## src/rtl/sci_frame_ctrl.sv

```systemverilog
// SCI receive frame controller: delimits frames on the K line, writes payload
// bytes to the data FIFO and one {ovf, trunc, len} descriptor per frame.
module sci_frame_ctrl #(
    parameter int unsigned MAX_LEN = 256,
    parameter int unsigned LEN_W   = 9
) (
    input  logic               clk,
    input  logic               rst_n,
    input  logic               k,
    input  logic               valid_in,
    input  logic [7:0]         din,
    input  logic               data_full,
    output logic               data_wr,
    output logic [7:0]         data_wdata,
    input  logic               desc_full,
    output logic               desc_wr,
    output logic [LEN_W+1:0]   desc_wdata,
    output logic [15:0]        frame_cnt,
    output logic [15:0]        drop_cnt
);

    localparam int unsigned DESC_W = LEN_W + 2;

    typedef enum logic [2:0] {
        SYNC,
        IDLE,
        RECV,
        DISCARD,
        CLOSE
    } state_t;

    state_t              state, state_d;
    logic                k_r;
    logic [LEN_W-1:0]    len, len_d;
    logic                trunc, trunc_d;
    logic                ovf, ovf_d;
    logic                data_wr_d;
    logic [7:0]          data_wdata_d;
    logic                desc_wr_d;
    logic [DESC_W-1:0]   desc_wdata_d;
    logic [15:0]         frame_cnt_d;
    logic [15:0]         drop_cnt_d;
    logic                neg_k;
    logic                pos_k;
    logic                recv_en;

    assign neg_k = !k && k_r;
    assign pos_k = k && !k_r;

    // Next-state, byte acceptance and descriptor generation
    always_comb begin
        state_d      = state;
        len_d        = len;
        trunc_d      = trunc;
        ovf_d        = ovf;
        data_wr_d    = 1'b0;
        data_wdata_d = data_wdata;
        desc_wr_d    = 1'b0;
        desc_wdata_d = desc_wdata;
        frame_cnt_d  = frame_cnt;
        drop_cnt_d   = drop_cnt;
        recv_en      = 1'b0;

        case (state)
            SYNC: begin
                if (k) state_d = IDLE;
            end
            IDLE, CLOSE: begin
                if (state == CLOSE) begin
                    state_d = IDLE;
                    // Empty frames (no bytes, no flags) produce no descriptor
                    if (len != '0 || trunc || ovf) begin
                        desc_wr_d    = 1'b1;
                        desc_wdata_d = {ovf, trunc, len};
                        if (frame_cnt != 16'hFFFF) frame_cnt_d = frame_cnt + 16'd1;
                    end
                end
                if (neg_k) begin
                    if (!desc_full) begin
                        state_d = RECV;
                        len_d   = '0;
                        trunc_d = 1'b0;
                        ovf_d   = 1'b0;
                        recv_en = 1'b1;
                    end else begin
                        state_d = DISCARD;
                        if (drop_cnt != 16'hFFFF) drop_cnt_d = drop_cnt + 16'd1;
                    end
                end
            end
            RECV: begin
                recv_en = 1'b1;
                if (pos_k) state_d = CLOSE;
            end
            DISCARD: begin
                if (pos_k) state_d = IDLE;
            end
            default: state_d = SYNC;
        endcase

        // Truncation takes priority over overflow; overflowed bytes do not count
        if (recv_en && valid_in && !k) begin
            if (len_d == LEN_W'(MAX_LEN)) begin
                trunc_d = 1'b1;
            end else if (data_full) begin
                ovf_d = 1'b1;
            end else begin
                data_wr_d    = 1'b1;
                data_wdata_d = din;
                len_d        = len_d + LEN_W'(1);
            end
        end
    end

    // State and registered outputs
    always_ff @(posedge clk or negedge rst_n) begin
        if (!rst_n) begin
            state      <= SYNC;
            k_r        <= 1'b0;
            len        <= '0;
            trunc      <= 1'b0;
            ovf        <= 1'b0;
            data_wr    <= 1'b0;
            data_wdata <= 8'h00;
            desc_wr    <= 1'b0;
            desc_wdata <= '0;
            frame_cnt  <= 16'h0000;
            drop_cnt   <= 16'h0000;
        end else begin
            state      <= state_d;
            k_r        <= k;
            len        <= len_d;
            trunc      <= trunc_d;
            ovf        <= ovf_d;
            data_wr    <= data_wr_d;
            data_wdata <= data_wdata_d;
            desc_wr    <= desc_wr_d;
            desc_wdata <= desc_wdata_d;
            frame_cnt  <= frame_cnt_d;
            drop_cnt   <= drop_cnt_d;
        end
    end

endmodule

```

## config.mk

```make
export PLATFORM = sky130hd
export DESIGN_NAME = sci_frame_ctrl
export DESIGN_NICKNAME = d
export VERILOG_FILES = /design/src/rtl/sci_frame_ctrl.sv
export SDC_FILE = /design/constraint.sdc
export NUM_CORES = 1
export LEC_CHECK = 0
export CAP_MARGIN = 40
export CELL_PAD_IN_SITES_DETAIL_PLACEMENT = 1
export CELL_PAD_IN_SITES_GLOBAL_PLACEMENT = 1
export CORE_AREA = 2 2 93 95
export CTS_CLUSTER_SIZE = 25
export DETAILED_ROUTE_END_ITERATION = 16
export DIE_AREA = 0 0 95 97
export GPL_TIMING_DRIVEN = 0
export PLACE_DENSITY = 0.84
export RECOVER_POWER = 100
export SYNTH_ARGS = -nofsm -noshare
export SYNTH_HDL_FRONTEND = slang
export SYNTH_SLANG_ARGS = --single-unit
```

## constraint.sdc

```tcl
create_clock -name clk -period 2.4 [get_ports clk]
set_input_delay 0.6 -clock clk [delete_from_list [all_inputs] [get_ports clk]]
set_output_delay 0.6 -clock clk [all_outputs]
set_load 0.005 [all_outputs]
```

# Yosys cells after proc, flatten, opt, wreduce, memory -nomap -nowiden

Cells that the tools add are included.

Flip-flop bits (word level): 68
Input port bits: 14
Output and inout port bits: 53
Logic and storage cells: 76

Add/sub/neg operators: 3
Equal/unequal tests: 11
Mux-type cells: 33
Bitwise gates (word level): 2
Reduce and logical (&&, ||, !) cells: 16

Operators with widths:

| cell                    | count |
|---|---|
| $mux W9                 | 6 |
| $add A16 B1 Y16 const B | 2 |
| $ne A16 B16 Y1 const B  | 2 |
| $mux W1                 | 20 |
| $mux W3                 | 5 |
| $pmux W3 S4             | 1 |
| $reduce_and A4 Y1       | 3 |
| $add A9 B1 Y9 const B   | 1 |
| $eq A9 B9 Y1 const B    | 1 |
| $reduce_bool A9 Y1      | 1 |
| $eq A3 B2 Y1 const B    | 2 |
| $ne A2 B2 Y1 const B    | 3 |
| $reduce_and A3 Y1       | 2 |
| $logic_and A1 B1 Y1     | 4 |
| $eq A3 B1 Y1 const B    | 1 |
| $eq A3 B3 Y1 const B    | 1 |
| $logic_not A3 Y1        | 1 |
| $ne A3 B3 Y1 const B    | 1 |
| $logic_not A1 Y1        | 2 |
| $logic_or A1 B1 Y1      | 2 |
| $not A1 Y1              | 2 |
| $pmux W1 S2             | 1 |
| $reduce_or A2 Y1        | 1 |

# Logic depth before layout (Yosys ltp)

Gate-level depths: netlist (run 1).

Word-level depth: 8
Mapped depth: 8
Gate-level depth less buffers: 7

# Least setup slack after synthesis (run 1)

Ideal clock, no wire load.

Path kind: input to register
From: in k
To: reg data_wdata[1]
Library setup time: 0.125 ns
Arrival time: 1.967 ns
Required time: 2.275 ns
Path slack: 0.308 ns
Stages on the path: 6
Path buffers: 1
Path through: nor4b_1 > nand2_1 > o21ai_1 > and2_2 > buf_6 > mux2_2

Cells in the longest elaborated chain, start to end: 7
Elaborated cells on any way between the ends: 11
Those cells by class: eq/ne (1); mux (4); bitwise (1); reduce/logical (5)

RTL lines:

| element                                                            | line     | RTL |
|---|---|---|
| from (decl)                                                        | 9        | `input logic k,` |
| $logic_not A1 Y1 (*)                                               | 47, 102  |  |
| $logic_and A1 B1 Y1                                                | 47       | `assign neg_k = !k && k_r;` |
| $mux W9 / $mux W1 (equally long branches)                          | 78       | `if (neg_k) begin` |
| $mux W9 / $pmux W1 S2 (equally long branches)                      | 64       | `case (state)` |
| $eq A9 B9 Y1 / $logic_and A1 B1 Y1 (equally long branches)         | 103, 102 |  |
| $not A1 Y1 (no line) / $logic_and A1 B1 Y1 (equally long branches) | -        |  |
| $reduce_and A3 Y1 (no line) (*)                                    | -        |  |
| to (signal assigned)                                               | 136      | `data_wdata <= data_wdata_d;` |
| to (decl)                                                          | 14       | `output logic [7:0] data_wdata,` |

Every way passes the cells marked *; elsewhere a longest branch is shown, timed or not.
A chain may end at the register's enable or synchronous reset.

# Worst setup path after layout (run 1)

From: in data_full
To: reg len[7]

Cells in the longest elaborated chain, start to end: 3

RTL lines:

| element              | line | RTL |
|---|---|---|
| from (decl)          | 12   | `input logic data_full,` |
| $mux W9              | 105  | `end else if (data_full) begin` |
| $mux W9              | 103  | `if (len_d == LEN_W'(MAX_LEN)) begin` |
| $mux W9              | 102  | `if (recv_en && valid_in && !k) begin` |
| via len_d[7]         | 34   | `logic [LEN_W-1:0] len, len_d;` |
| to (signal assigned) | 132  | `len <= len_d;` |
| to (decl)            | 34   |  |

The timed path passes the listed nets, and every way through them passes these cells.

==> results of run 1 <==
==> power groups by stage <==
stage          combinational, mW  clock, mW  sequential [mW]
2_1_floorplan              0.320          0             1.44
3_3_place_gp               0.638          0             1.45
3_5_place_dp               0.679          0             1.47
4_1_cts                    0.685      0.866             1.45
5_1_grt                    0.695      0.912             1.47
6_report                   0.624      0.835             1.44
==> sequential cells by signal, indices dropped and copies added, names as in the netlist <==
name and cells:
trunc 1, frame_cnt 16, ovf 1, desc_wr 1, drop_cnt 16, k_r 1
len 9, state 3, desc_wdata 11, data_wr 1, data_wdata 8
==> cells by family after synthesis <==
kind of cell / after synthesis
simple gates: 119
flops: 68
mux: 19
compound gates: 26
fa+ha+maj: 3
buf+inv: 14
xor+xnor: 31
==> stage by stage <==
stage               setup TNS, ns  area, um^2  worst slack [ns]  std cells
floorplan                       0        3190             0.308        280
global placement          -120.20        3980             -1.62        451
detailed placement         -10.95        4000            -0.596        452
CTS                             0        4180            0.0665        467
global route                    0        4190           0.00664        471
finish                          0        4190             0.104        471
==> what timing repair did <==
| item | in CTS | in global routing |
|---|---|---|
| setup buffers | 0 | 4 |
| pin swaps | 0 | 1 |
| setup endpoints to repair | 15 | 12 |
| resized for setup | 3 | 0 |
==> synth_stat cells, types with 4 or more instances <==
master | instances | area [um^2]
nand3_1 | 11 | 55.1
a21oi_1 | 4 | 20.0
nor4_1 | 12 | 75.1
dfrtp_1 | 68 | 1700
or3_1 | 4 | 25.0
nor3_1 | 7 | 35.0
inv_1 | 7 | 26.3
nand2_1 | 31 | 116
xor2_1 | 18 | 158
and4_1 | 4 | 35.0
xnor2_1 | 13 | 114
mux2_2 | 18 | 203
nand4_1 | 11 | 68.8
nor2_1 | 14 | 52.6
and3_1 | 6 | 37.5
==> worst reg2reg max path: stages, from the launching register on <==
cell	delay (ns)
dfrtp_1	0.46
nor4_1	0.49
nand2_1	0.16
o41ai_4	0.30
buf_4	0.19
clkbuf_1	0.16
nor2_1	0.09
mux2_2	0.31
==> metal layers <==
layer / global-route usage / up-vias / part of all wire
met5: 0 / - / 0
met4: 0.0513 / 0 / 0.0094
met3: 0.0483 / 9 / 0.039
met2: 0.300 / 52 / 0.50
met1: 0.221 / 1263 / 0.45
li1: - / 1176 / -
==> final cells by class <==
type / instances / area share
clock buffer: 13 / 0.0379
timing repair buffer: 71 / 0.167
inverter: 7 / 0.00627
tap: 105 / 0.0314
sequential: 68 / 0.406
multi-input combinational: 198 / 0.339
buffer: 7 / 0.0102
clock inverter: 2 / 0.00239
==> worst paths after layout <==
check / startpoint / to / slack (ns) / cells past startpoint
worst min-delay path: desc_wdata[8]$_DFFE_PN0P_ / desc_wdata[8]$_DFFE_PN0P_ / 0.47 / 2
worst max register to register: len[2]$_DFF_PN0_ / frame_cnt[1]$_DFFE_PN0P_ / 0.12 / 7
worst min register to register: desc_wdata[8]$_DFFE_PN0P_ / desc_wdata[8]$_DFFE_PN0P_ / 0.47 / 2
worst max-delay path: data_full / len[7]$_DFF_PN0_ / 0.10 / 6
min in group asynchronous: rst_n / desc_wdata[4]$_DFFE_PN0P_ / 0.72 / 1
max in group asynchronous: rst_n / drop_cnt[6]$_DFFE_PN0P_ / 0.67 / 1
==> impl_metrics.json, run 1 <==
{
  "io_buffers": 66,
  "cap_violations": 1,
  "grt_max_degree": 40,
  "tightestPinTransition_ns": 1.75,
  "cts_buffers": 9,
  "dieWidth_um": 95,
  "syn-num-nets": 297,
  "cellPowerDensity_nw_per_um2": 692,
  "fmax_ghz": 0.436,
  "wl_per_cell_um": 16.0,
  "gp_congestion": 0.834,
  "worst_path_max_delay_cell": "or4_1",
  "n_fill_cell": 874,
  "synthXorXnorAreaFrac": 0.0851,
  "final-setup-viol-count": 0,
  "crit_path_max_fanout": 9,
  "place_hpwl_um": 5450,
  "relSlewSlack": -0.167,
  "coreArea_um2": 8130,
  "antenna_found_initial": 0,
  "synth_top_family_by_area": "simple AND/OR/NAND/NOR gates",
  "synthesis.area_um2": 3190,
  "routed_via_density": 5.31,
  "leakage_nw": 2.04,
  "startpoint_type": "input pin",
  "outcome": "finished, violations left",
  "crit_chain": "clkdlybuf4s50_1 > nor3b_4 > nand2_4 > or4_1 > or3_1 > a21oi_1",
  "drt_wl_total_um": 7520,
  "clkLatencyLatePin_ns": 0.34,
  "layout-drive-gt1-share": 0.139,
  "dieArea_um2": 9220,
  "dr.pass1.iters": 4,
  "clock_skew_ns": 0.00742,
  "hold_path.class": "reg -> reg",
  "intPower_mw": 2.05,
  "cp_top_family": "simple AND/OR/NAND/NOR gates",
  "cts_num_sinks": 68,
  "mostFrequentLayoutCell": "dfrtp_1",
  "syn_area_per_cell_um2": 11.4,
  "cts.hold.buffers_added": 0,
  "combPwrFrac": 0.215,
  "cts_root_buf": "clkbuf_8",
  "initial_utilization": 0.392,
  "synth_seq_cells": 68,
  "crit_buf_inv": 1,
  "vias": 2500,
  "crit_type": "in -> reg",
  "clkPwrFrac": 0.288,
  "first_global_vias": 2671,
  "detail-route-antenna-nets": 0,
  "p_total_mw": 2.90,
  "min_period_ns": 2.30,
  "p_sw_uw": 845,
  "cpPeakStageDelay_ns": 0.54,
  "rows": 33,
  "final_core_util": 0.515,
  "grt_use_total": 0.178,
  "hold_viol_final": 0,
  "synth.distinct_cells": 51,
  "muxShareOfSynthArea": 0.0667,
  "syn_to_final_growth_pct": 31.3,
  "grt_pass1_wl_um": 13000,
  "ys_seq_area_frac": 0.533,
  "synth-adder-area-share": 0.0118,
  "drcViolationCount": 0,
  "most-common-layout-cells": "dfrtp_1, dlygate4sd3_1, nand2_1",
  "synth-warning-count": 0,
  "drt-initial-drc-count": 36,
  "crit_path_end_kind": "flip-flop",
  "yosys.area_share.simple": 0.211,
  "synth_enable_flop_cells": 0,
  "boundaryPins": 67,
  "required_ns": 2.66,
  "fin_nets": 379,
  "holdWs_ns": 0.470,
  "rsz0062_at_grt": "no",
  "period_share": 0.957,
  "violations": "capacitance limit, slew limit",
  "final-seq-area_um2": 1700,
  "finalMaxSlewViolations": 30,
  "netSwitchingFraction": 0.291,
  "multi_input_area_um2": 1420,
  "htree_levels": 3,
  "grt_overflow": 0,
  "ir_drop_v": 0.000382,
  "netlist_instances": 280,
  "cts_tree": "built",
  "async_flop_share": 1.00,
  "sequentialPowerShare": 0.497,
  "die_h_um": 97,
  "synth_compound_area_frac": 0.0675,
  "antennaDiodeCount": 0,
  "synthFlopType": "dfrtp_1",
  "arrival_ns": 2.55,
  "clockBufferDepth": 2,
  "clk_pin_slew_ns": 0.07
}
(Power assumes the default switching activity.)
==> run 2, diff against run 1 <==
--- a/config.mk
+++ b/config.mk
@@ -5,15 +5,17 @@
 export SDC_FILE = /design/constraint.sdc
 export NUM_CORES = 1
 export LEC_CHECK = 0
+export ABC_AREA = 1
 export CAP_MARGIN = 40
 export CELL_PAD_IN_SITES_DETAIL_PLACEMENT = 1
 export CELL_PAD_IN_SITES_GLOBAL_PLACEMENT = 1
-export CORE_AREA = 2 2 93 95
+export CORE_AREA = 2 2 101 103
 export CTS_CLUSTER_SIZE = 25
 export DETAILED_ROUTE_END_ITERATION = 16
-export DIE_AREA = 0 0 95 97
+export DIE_AREA = 0 0 103 105
 export GPL_TIMING_DRIVEN = 0
-export PLACE_DENSITY = 0.84
+export MAX_ROUTING_LAYER = met4
+export PLACE_DENSITY = 0.85
 export RECOVER_POWER = 100
 export SYNTH_ARGS = -nofsm -noshare
 export SYNTH_HDL_FRONTEND = slang
==> impl_metrics.json, run 2 <==
{
  "cellPowerDensity_nw_per_um2": 763,
  "crit_chain": "clkdlybuf4s50_1 > inv_2 > nand2_4 > nor2_4 > nand3_2 > buf_6 > nand2_1 > inv_1 > ha_2 > nand2_1 > inv_1 > nand3_1 > nor2_2 > nand3_1 > nand2_1 > nand2_1",
  "required_ns": 2.65,
  "fin_nets": 565,
  "most-common-layout-cells": "nand2_1, dfrtp_1, inv_1",
  "relSlewSlack": 0.122,
  "syn_to_final_growth_pct": 25.6,
  "cpPeakStageDelay_ns": 0.49,
  "startpoint_type": "input pin",
  "synth_top_area_share": 0.461,
  "syn-num-nets": 486,
  "mostFrequentLayoutCell": "nand2_1",
  "startpoint": "k",
  "crit_path_max_fanout": 10,
  "yosysTopAreaCell": "dfrtp_1",
  "cts_root_buf": "clkbuf_8",
  "leakage_nw": 2.32,
  "p_sw_mw": 1.22,
  "netSwitchingFraction": 0.345,
  "post_dp_cell_area_um2": 4540,
  "netlist_instances": 469,
  "worst_path_max_delay_cell": "clkdlybuf4s50_1",
  "cts_buffers": 9,
  "gp_congestion": 0.838,
  "io_buffers": 66,
  "synthFlopType": "dfrtp_1",
  "grt_pass1_wl_um": 17900,
  "dieArea_um2": 10800,
  "min_period_ns": 2.22,
  "grt_max_degree": 46,
  "fmax_ghz": 0.450,
  "grt_overflow": 0,
  "crit_path_frequent_cell": "nand2_1",
  "arrival_ns": 2.47,
  "synth_seq_cells": 68,
  "intPower_mw": 2.32,
  "final-setup-viol-count": 0,
  "die_h_um": 105,
  "async_flop_share": 1.00,
  "clock_skew_ns": 0.0132,
  "rows": 36,
  "yosysMostFrequentCell": "nand2_1",
  "setup_tns_ns": 0,
  "first_global_vias": 3741,
  "coreArea_um2": 9640,
  "routed_via_density": 4.87,
  "post-place-ws_ns": -0.376,
  "boundaryPins": 67,
  "drt_wl_total_um": 10500,
  "hold_viol_final": 0,
  "clockBufferDepth": 2,
  "clkPwrFrac": 0.268,
  "hold_path.class": "reg -> reg",
  "final_area_um2": 4640,
  "synth_enable_flop_cells": 0,
  "syn_area_per_cell_um2": 7.87,
  "setup_slack_ns": 0.179,
  "htree_levels": 3,
  "holdWs_ns": 0.492,
  "synthesis.area_um2": 3690,
  "drcViolationCount": 0,
  "cts_tree": "built",
  "cp_top_family": "buffers and inverters",
  "layout-drive-gt1-share": 0.0759,
  "wl_per_cell_um": 15.3,
  "clk_pin_slew_ns": 0.08,
  "cap_violations": 0,
  "synth-warning-count": 0,
  "synth.distinct_cells": 30,
  "dr.pass1.iters": 4,
  "rsz0062_at_grt": "no",
  "crit_buf_inv": 5,
  "tightestPinTransition_ns": 1.32,
  "n_fill_cell": 1254,
  "drt-initial-drc-count": 129,
  "antenna_found_initial": 0,
  "clkLatencyLatePin_ns": 0.35,
  "hold_start": "desc_wdata[10]$_DFFE_PN0P_",
  "grt_use_total": 0.216,
  "reg2reg_from": "drop_cnt[6]$_DFFE_PN0P_",
  "crit_path_end_kind": "flip-flop",
  "outcome": "completed",
  "synth_area_leaders": "dfrtp_1, nand2_1, inv_1",
  "initial_utilization": 0.383,
  "antennaDiodeCount": 0,
  "top_regs": "drop_cnt (16), frame_cnt (16), desc_wdata (11)",
  "ir_drop_v": 0.000372,
  "crit_type": "in -> reg",
  "finalMaxSlewViolations": 0,
  "ys_seq_area_frac": 0.461,
  "synth_common_cells": "nand2_1, dfrtp_1, inv_1",
  "period_share": 0.925,
  "sequentialPowerShare": 0.439,
  "place_hpwl_um": 7890,
  "combPwrFrac": 0.293,
  "dieWidth_um": 103,
  "vias": 3341,
  "detail-route-antenna-nets": 0,
  "cts_num_sinks": 68
}
[run 2: changes by cell type after synthesis, sizes merged, moves of 14 or more]
cell / before / now
inv: 7 / 57
nand3: 11 / 25
mux2: 18 / 0
nand2: 32 / 173
o21ai: 3 / 36
nor2: 14 / 37
[run 2: tightest hold or removal path, cell delays in order (launching register included)]
cell	delay (ns)
dfrtp_1	0.35
nand2_1	0.05
nand2_1	0.06
[run 2: routing by layer]
layer,vias to the layer above,GRT usage,share of wire
li1,1629,-,-
met1,1622,0.251,0.42
met2,71,0.375,0.53
met3,19,0.0261,0.031
met4,0,0.0865,0.020
met5,-,-,0
[run 2: cells by family after synthesis]
logic type,Yosys count,share of synthesized area
buffers and inverters,67,0.0851
xor gates and xnor gates,26,0.0617
DFF,68,0.461
and+or+nand+nor,264,0.317
adders and majority gates,3,0.0102
AOI/OAI and AO/OA,41,0.0654
[run 2: final cells by class]
type	instances	area, um^2	area share
Sequential cell	68	1700	0.367
Timing Repair Buffer	68	669	0.144
Clock buffer	10	128	0.0275
Tap cell	133	166	0.0359
Buffer	10	60.1	0.0130
Multi-Input combinational cell	334	1630	0.352
Inverter	57	214	0.0462
Clock inverter	6	65.1	0.0140
[run 2: final timing paths]
| check | end | slack, ns | cells past startpoint |
|---|---|---|---|
| max | len[8]$_DFF_PN0_ | 0.18 | 16 |
| min | desc_wdata[10]$_DFFE_PN0P_ | 0.49 | 2 |
| max reg2reg | drop_cnt[15]$_DFFE_PN0P_ | 0.30 | 5 |
| min reg2reg | desc_wdata[10]$_DFFE_PN0P_ | 0.49 | 2 |
| max in group asynchronous | data_wdata[7]$_DFFE_PN0P_ | 0.51 | 2 |
| min in group asynchronous | frame_cnt[2]$_DFFE_PN0P_ | 0.53 | 1 |
[run 2: per-stage QoR]
stage                      util  total power, mW  instances
after floorplan               -             2.15        469
after global placement    0.469             2.66        668
after detailed placement  0.471             2.75        669
after CTS                 0.493             3.71        686
after global routing      0.481             3.78        686
final                     0.481             3.54        686
[run 2: power groups by stage]
| stage | combinational (mW) | clock, mW | sequential [mW] |
|---|---|---|---|
| finish | 1.04 | 0.946 | 1.55 |
| CTS | 1.18 | 0.970 | 1.56 |
| floorplan | 0.594 | 0 | 1.55 |
| detailed placement | 1.17 | 0 | 1.58 |
| global route | 1.17 | 1.02 | 1.59 |
| global placement | 1.10 | 0 | 1.57 |
[run 2: timing repair]
item | 4_1_cts | 5_1_grt
pin swaps | 1 | 1
hold buffers | 0 | 0
setup endpoints to repair | 1 | 2
resized for setup | 1 | 4
cloned | 0 | 0
buffers inserted | 1 | 0
